<file path="src/rtl/picorv32_axil_master.sv">
// Bridges the picorv32 native memory interface onto one AXI4-Lite master port.
// Every native request becomes exactly one AXI4-Lite read or write transaction.
module picorv32_axil_master #(
    parameter bit RESP_CHECK = 1'b1
) (
    input  logic        clk,
    input  logic        rst,
    input  logic        mem_valid,
    input  logic        mem_instr,
    input  logic [31:0] mem_addr,
    input  logic [31:0] mem_wdata,
    input  logic [3:0]  mem_wstrb,
    output logic        mem_ready,
    output logic [31:0] mem_rdata,
    output logic        axi_awvalid,
    input  logic        axi_awready,
    output logic [31:0] axi_awaddr,
    output logic [2:0]  axi_awprot,
    output logic        axi_wvalid,
    input  logic        axi_wready,
    output logic [31:0] axi_wdata,
    output logic [3:0]  axi_wstrb,
    input  logic        axi_bvalid,
    output logic        axi_bready,
    input  logic [1:0]  axi_bresp,
    output logic        axi_arvalid,
    input  logic        axi_arready,
    output logic [31:0] axi_araddr,
    output logic [2:0]  axi_arprot,
    input  logic        axi_rvalid,
    output logic        axi_rready,
    input  logic [31:0] axi_rdata,
    input  logic [1:0]  axi_rresp,
    output logic        bus_err
);

    typedef enum logic [2:0] {
        IDLE,
        RD_ADDR,
        RD_DATA,
        WR_REQ,
        WR_RESP,
        DONE
    } state_t;

    state_t      state;
    logic        aw_done;
    logic        w_done;
    logic [31:0] addr_q;
    logic [31:0] wdata_q;
    logic [3:0]  wstrb_q;
    logic [2:0]  prot_q;
    logic        aw_fin;
    logic        w_fin;

    function automatic logic resp_is_err(input logic [1:0] resp);
        return RESP_CHECK && (resp != 2'b00);
    endfunction

    // A channel counts as finished in the very cycle its handshake happens.
    assign aw_fin = aw_done || (axi_awvalid && axi_awready);
    assign w_fin  = w_done  || (axi_wvalid  && axi_wready);

    assign axi_awaddr = addr_q;
    assign axi_araddr = addr_q;
    assign axi_awprot = prot_q;
    assign axi_arprot = prot_q;
    assign axi_wdata  = wdata_q;
    assign axi_wstrb  = wstrb_q;

    // Payload registers only change in IDLE, so they need no reset.
    always_ff @(posedge clk) begin
        if (state == IDLE && mem_valid && !rst) begin
            addr_q  <= mem_addr;
            wdata_q <= mem_wdata;
            wstrb_q <= mem_wstrb;
            prot_q  <= {mem_instr, 2'b00};
        end
    end

    always_ff @(posedge clk) begin
        if (rst) begin
            state       <= IDLE;
            mem_ready   <= 1'b0;
            mem_rdata   <= '0;
            axi_awvalid <= 1'b0;
            axi_wvalid  <= 1'b0;
            axi_bready  <= 1'b0;
            axi_arvalid <= 1'b0;
            axi_rready  <= 1'b0;
            bus_err     <= 1'b0;
            aw_done     <= 1'b0;
            w_done      <= 1'b0;
        end else begin
            mem_ready <= 1'b0;
            case (state)
                IDLE: begin
                    if (mem_valid) begin
                        if (mem_wstrb == 4'b0000) begin
                            axi_arvalid <= 1'b1;
                            state       <= RD_ADDR;
                        end else begin
                            axi_awvalid <= 1'b1;
                            axi_wvalid  <= 1'b1;
                            state       <= WR_REQ;
                        end
                    end
                end
                RD_ADDR: begin
                    if (axi_arready) begin
                        axi_arvalid <= 1'b0;
                        axi_rready  <= 1'b1;
                        state       <= RD_DATA;
                    end
                end
                RD_DATA: begin
                    if (axi_rvalid) begin
                        axi_rready <= 1'b0;
                        mem_rdata  <= axi_rdata;
                        mem_ready  <= 1'b1;
                        if (resp_is_err(axi_rresp)) bus_err <= 1'b1;
                        state      <= DONE;
                    end
                end
                WR_REQ: begin
                    if (axi_awvalid && axi_awready) begin
                        axi_awvalid <= 1'b0;
                        aw_done     <= 1'b1;
                    end
                    if (axi_wvalid && axi_wready) begin
                        axi_wvalid <= 1'b0;
                        w_done     <= 1'b1;
                    end
                    if (aw_fin && w_fin) begin
                        aw_done    <= 1'b0;
                        w_done     <= 1'b0;
                        axi_bready <= 1'b1;
                        state      <= WR_RESP;
                    end
                end
                WR_RESP: begin
                    if (axi_bvalid) begin
                        axi_bready <= 1'b0;
                        mem_ready  <= 1'b1;
                        if (resp_is_err(axi_bresp)) bus_err <= 1'b1;
                        state      <= DONE;
                    end
                end
                DONE: begin
                    state <= IDLE;
                end
                default: begin
                    state <= IDLE;
                end
            endcase
        end
    end

endmodule

</file>
<file path="config.mk">
export PLATFORM = sky130hd
export DESIGN_NAME = picorv32_axil_master
export DESIGN_NICKNAME = d
export VERILOG_FILES = /design/src/rtl/picorv32_axil_master.sv
export SDC_FILE = /design/constraint.sdc
export NUM_CORES = 1
export LEC_CHECK = 0
export CORE_MARGIN = 4
export CORE_UTILIZATION = 38
export CTS_BUF_LIST = sky130_fd_sc_hd__clkbuf_8
export CTS_CLUSTER_DIAMETER = 30
export DETAILED_ROUTE_END_ITERATION = 7
export GPL_TIMING_DRIVEN = 0
export MAX_ROUTING_LAYER = met4
export PLACE_DENSITY_LB_ADDON = 0.25
export SLEW_MARGIN = 25
export SYNTH_ARGS = -nofsm -noshare
export SYNTH_HDL_FRONTEND = slang
export SYNTH_SLANG_ARGS = --single-unit
</file>
<file path="constraint.sdc">
create_clock -name clk -period 10.3 [get_ports clk]
set_input_delay 1.03 -clock clk [delete_from_list [all_inputs] [get_ports clk]]
set_output_delay 1.03 -clock clk [all_outputs]
set_load 0.05 [all_outputs]
</file>
==> reports/qor.csv, run 1 <==
stage;metric;value;unit
status;status;finished clean;
global_routing;initial antenna violation count;0;
clock_network;CTS clock-pin slew for the worst setup and hold paths;0.06;ns
pwr;VDD IR-drop max;0.104;mV
yosys;Cells after Synth;318;
yosys;register area share after synthesis;72.0;%
clock_network;Clock Tree Root;clkbuf_8;
global_routing;GR Overflow Total;0;
timing;Tmin final;3.43;ns
clock_network;worst skew pair latency;0.42;ns
timing;clock skew;0.0107;ns
routing;first drt pass iteration count;6;
timing;final worst setup slack;6.87;ns
timing;final setup fails;0;
yosys;synth top area cells;edfxtp_1 (51%), dfxtp_1 (21%), buf_4 (7.3%), nand2_1 (6.0%), a21oi_1 (4.5%);
die;# rows;37;
setup_path;flop2flop setup slack;7.62;ns
yosys;Syn. warnings;0;
setup_path;Critical Path Start;rst;
place;Place WS;6.42;ns
die;IO Pins;258;
routing;routed length per placed instance;16.1;um
final_layout;Filler cells;753;
clock_network;Post-CTS Setup Bufs;0;
routing;1st-iter DRT viols;163;
timing;Hold Vio Cnt, Final;0;
setup_path;Setup crit end;axi_wdata[10];
routing;WL met1;4210;um
setup_path;critical path launch point type;input pin;
timing;Peak Freq;0.292;GHz
timing;Max-slew headroom;59.6;%
timing;final hold slack;0.454;ns
routing;uppermost layer routed;met4;
yosys;Top FF cell, synth;edfxtp_1;
die;Die X;112;um
place;post-DP HPWL;9860;um
timing;Final period util;33.3;%
setup_path;Max Fanout on Critical Path;10;
final_layout;Area growth syn-to-layout;76.4;%
routing;DRC Markers;0;
die;initial core utilization;39.4;%
setup_path;Worst path max stage delay;0.52;ns
place;Area after DPL;0.00688;mm2
setup_path;CP max stage cell;nor4_2;
place;IO buf count;253;
routing;wirelength, routed;12100;um
clock_network;clock sink count;113;
yosys;synth cell count leaders;edfxtp_1 (69), nand2_1 (66), dfxtp_1 (44);
final_layout;n_diodes;0;
global_routing;largest net degree at the start of global routing;17;
routing;Detail Route Antenna Nets;0;
timing;Slew Limit Fails;0;
clock_network;hold buffer count at CTS;0;
setup_path;CP Capture Type;flop;
setup_path;worst r2r src;state[0];
yosys;mapped cell area;0.00410;mm2
timing;Slew @ Worst Pin;0.600;ns
yosys;FFs w/ async S/R, synth;0;%
hold_path;Worst Hold Class;reg -> reg;
setup_path;CP cell instances;clkdlybuf4s50_1 > clkbuf_1 > nor4_2 > buf_2 > buf_2 > buf_2 > buf_2 > buf_4 > buf_2;
final_layout;Core Util, Final;69.5;%
final_layout;layout cell share with drive strength beyond 1;15.6;%
yosys;Yosys reg bits;113;
yosys;library cells used by synthesis;36;
place;GPL Wtd Cong;0.798;
routing;Vias;3448;
final_layout;Final Instance Area;0.00724;mm2
clock_network;# H-tree levels;4;
global_routing;total track usage;19.8;%
yosys;top-count cell post-synth;edfxtp_1;
pwr;Power Density;208;mW/mm2
clock_network;Clock Path Buffers;2;
yosys;Syn Area/Cell;12.9;um2
die;core box area;0.0104;mm2
setup_path;critical path class;in -> reg;
routing;met2 WL;6550;um
yosys;EDFF count, synth;69;
setup_path;Worst EP arrival;3.54;ns
routing;met3 WL;1060;um
yosys;leading area contributor after synthesis;edfxtp_1;
die;Die H;112;um
setup_path;capturing point of the worst reg2reg path;axi_wdata[10];
setup_path;worst-case reg-to-reg path depth;9;
job;MaxCap Viol Count;0;
setup_path;CP required;10.41;ns
clock_network;CTS resizes;0;
routing;Via density;4.58;
final_layout;fin nets;717;
pwr;Leak Pwr;2.66;nW
timing;unrepaired setup endpoints after global routing;false;
die;die area;0.0125;mm2
clock_network;TritonCTS buffer count;17;
yosys;share of the synthesized area in the top cell type;50.5;%
global_routing;first-pass GRT wire length;18500;um
pwr;total chip power;0.00151;W
clock_network;CTS tree;done;
setup_path;crit-path most repeated cell;buf_2;
global_routing;vias in the first global route;3519;
-- cell families after synthesis --
kind of cell	synth area share [%]
other	0.0914
buffers and inverters	9.48
flip-flops	72.0
AND/OR/NAND/NOR	9.76
AO/OA/AOI/OAI	8.69
-- state kept, by name, summed over array words and instances (netlist names), 3 cells and up --
register and count:
state 3, mem_rdata 32, axi_araddr 32, axi_wstrb 4, axi_wdata 32
-- cell type report --
type,instances,area [um2],area share [%]
flip-flops and latches,113,2950,40.8
repair buffers,264,2590,35.8
multi-input cells,152,778,10.8
plain buffers,53,378,5.22
clock buffers,19,262,3.61
well taps,136,170,2.35
clock inverters,13,95.1,1.31
inverters,3,11.3,0.156
-- cells in the final DEF, fill, tap and decap left out, types with 3 or more instances in the layout --
cell,synthesis,layout
a211oi_1,4,4
a21oi_1,37,37
a311oi_1,3,3
a31oi_1,4,4
buf_2,5,15
buf_4,40,41
buf_6,3,3
clkbuf_1,5,5
clkbuf_8,0,19
clkdlybuf4s50_1,0,253
clkinv_2,0,4
conb_1,1,4
dfxtp_1,44,44
edfxtp_1,69,69
inv_1,2,5
inv_4,0,3
nand2_1,66,66
nand3_1,3,3
nor2_1,5,5
nor3_1,3,3
-- per-stage QoR --
| stage | TNS [ns] | std cells |
|---|---|---|
| floorplan | 0 | 321 |
| global placement | -66.50 | 710 |
| CTS | 0 | 753 |
| global route | 0 | 753 |
| finish | 0 | 753 |
| detailed placement | 0 | 721 |
-- power breakdown --
part           switching [W]  leakage [nW]  internal (W)
sequential         0.0000267         0.992      0.000547
clock               0.000171         0.196      0.000199
combinational       0.000356          1.47      0.000206
total               0.000554          2.66      0.000952
-- worst min-delay path by stage --
stage | end | from | depth (start not counted) | slack [ns]
global placement | mem_rdata[27] | mem_rdata[27] | 2 | 0.44
CTS | mem_rdata[27] | mem_rdata[27] | 2 | 0.46
floorplan | aw_done | aw_done | 2 | 0.48
finish | mem_rdata[0] | mem_rdata[0] | 2 | 0.45
global route | mem_rdata[23] | mem_rdata[23] | 2 | 0.48
detailed placement | mem_rdata[27] | mem_rdata[27] | 2 | 0.45
-- worst max-delay path: cells and delay by family --
kind	cells	cell delay [ns]
buf+inv	8	1.99
simple gates	1	0.52
-- layer usage --
| metal | vias up | track usage [%] |
|---|---|---|
| met5 | - | - |
| met4 | 0 | 7.95 |
| met3 | 24 | 6.30 |
| met2 | 192 | 35.8 |
| met1 | 1569 | 19.6 |
| li1 | 1663 | - |
(Power assumes the default switching activity.)
==> run 2: changes to the inputs <==
==> constraint.sdc (replaced) <==
create_clock -name clk -period 3.4 [get_ports clk]
set_input_delay 0.34 -clock clk [delete_from_list [all_inputs] [get_ports clk]]
set_output_delay 0.34 -clock clk [all_outputs]
set_load 0.05 [all_outputs]
==> reports/qor.csv, run 2 (synthesis results as in run 1) <==
stage;metric;value;unit
place;IO buf count;253;
final_layout;layout cell share with drive strength beyond 1;14.5;%
clock_network;TritonCTS buffer count;17;
timing;final setup fails;0;
die;initial core utilization;39.4;%
setup_path;CP Capture Type;flop;
clock_network;Clock Path Buffers;2;
routing;wirelength, routed;12400;um
timing;final worst setup slack;1.11;ns
clock_network;CTS resizes;0;
clock_network;Post-CTS Setup Bufs;0;
final_layout;register area;0.00295;mm2
setup_path;CP cell instances;clkdlybuf4s50_1 > clkbuf_1 > nor4_4 > buf_4 > buf_4 > buf_4 > buf_6 > buf_8;
routing;DRC Markers;0;
routing;1st-iter DRT viols;126;
pwr;Leak Pwr;2.66;nW
setup_path;CP required;3.52;ns
routing;routed length per placed instance;16.6;um
place;post-DP HPWL;9940;um
timing;unrepaired setup endpoints after global routing;false;
die;core box area;0.0104;mm2
die;IO Pins;258;
clock_network;CTS tree;done;
setup_path;Worst EP arrival;2.41;ns
job;MaxCap Viol Count;0;
global_routing;total track usage;20.2;%
global_routing;GR Overflow Total;0;
die;# rows;37;
setup_path;Setup crit end;axi_araddr[3];
final_layout;most common cell after layout, fill and taps aside;clkdlybuf4s50_1;
timing;Slew Limit Fails;0;
setup_path;crit-path most repeated cell;buf_4;
final_layout;n_diodes;0;
global_routing;first-pass GRT wire length;18900;um
timing;Slew @ Worst Pin;0.548;ns
final_layout;multi-input logic area;787;um2
setup_path;Worst path max stage delay;0.44;ns
setup_path;critical path class;in -> reg;
routing;Vias;3440;
setup_path;CP max stage cell;clkdlybuf4s50_1;
setup_path;Max Fanout on Critical Path;13;
final_layout;Filler cells;773;
global_routing;vias in the first global route;3577;
die;Die X;112;um
status;status;finished clean;
pwr;VDD IR-drop max;0.376;mV
setup_path;Critical Path Start;rst;
setup_path;worst r2r src;state[0];
final_layout;fin nets;712;
timing;Setup TNS;0;ns
die;Die H;112;um
final_layout;commonest cells after routing, fill and taps aside;clkdlybuf4s50_1 (253), edfxtp_1 (69), nand2_1 (66);
clock_network;# H-tree levels;4;
clock_network;clock sink count;113;
final_layout;Area growth syn-to-layout;77.9;%
timing;Tmin final;2.29;ns
clock_network;Clock Tree Root;clkbuf_8;
die;die area;0.0125;mm2
final_layout;Final Instance Area;0.00730;mm2
clock_network;worst skew pair latency;0.41;ns
place;GPL Wtd Cong;0.806;
setup_path;flop2flop setup slack;1.17;ns
routing;Via density;4.60;
pwr;total chip power;0.00476;W
timing;Max-slew headroom;63.1;%
timing;Final period util;67.3;%
timing;Hold Vio Cnt, Final;0;
timing;clock skew;0.00877;ns
clock_network;hold buffer count at CTS;0;
hold_path;Worst Hold Class;reg -> reg;
routing;Detail Route Antenna Nets;0;
global_routing;largest net degree at the start of global routing;17;
setup_path;capturing point of the worst reg2reg path;axi_araddr[3];
setup_path;worst-case reg-to-reg path depth;8;
place;Area after DPL;0.00689;mm2
global_routing;initial antenna violation count;0;
routing;first drt pass iteration count;4;
place;Place WS;0.688;ns
final_layout;Core Util, Final;70.1;%
timing;Peak Freq;0.437;GHz
pwr;Power Density;652;mW/mm2
setup_path;critical path launch point type;input pin;
clock_network;CTS clock-pin slew for the worst setup and hold paths;0.06;ns
## run 2: cell count changes in the layout (fill, tap and decap cells not counted)
cell,before,now
clkinv_4,0,2
nor4_2,1,0
buf_4,41,44
clkinv_1,0,2
inv_4,3,0
clkinvlp_4,2,0
nor4_4,0,1
clkbuf_8,19,17
buf_6,3,4
bufinv_16,1,4
buf_8,0,1
buf_2,15,5
## run 2: area by class of cell
cell class | instances | share of cell area (%)
sequential | 113 | 40.5
timing repair buffer | 259 | 35.5
multi-input combinational | 152 | 10.8
buffer | 53 | 5.18
clock buffer | 17 | 3.21
clock inverter | 15 | 2.42
tap | 136 | 2.33
inverter | 3 | 0.154
## run 2: worst min-delay path by stage
stage / startpoint / endpoint / slack [ns] / cells past startpoint
after detailed placement: mem_rdata[3] / mem_rdata[3] / 0.45 / 2
after CTS: axi_rdata[15] / mem_rdata[15] / 0.45 / 3
final: mem_rdata[3] / mem_rdata[3] / 0.45 / 2
after global routing: mem_wdata[18] / axi_wdata[18] / 0.44 / 1
after global placement: mem_rdata[16] / mem_rdata[16] / 0.44 / 2
after floorplan: mem_addr[0] / axi_araddr[0] / 0.44 / 0
## run 2: through the flow
stage	hold WS [ns]	std cells
final	0.453	748
after global routing	0.443	748
after CTS	0.447	748
after detailed placement	0.448	716
after global placement	0.442	710
after floorplan	0.439	321
## run 2: report_power, final
group | switching (W) | internal, W
registers | 0.0000807 | 0.00166
logic | 0.00109 | 0.000629
clock network | 0.000523 | 0.000782
total | 0.00169 | 0.00307
## run 2: worst max-delay path, delay by kind of cell
family | cells | cell delay [ns]
simple gates | 1 | 0.26
buf+inv | 7 | 1.79
## run 2: routing by layer
layer  up-vias  global-route usage, %  part of all wire [%]
met5         -                      -                     0
met3        17                   7.17                   8.2
met4         0                   6.33                   1.9
li1       1648                      -                     -
met1      1612                   20.0                    35
met2       163                   36.8                    54
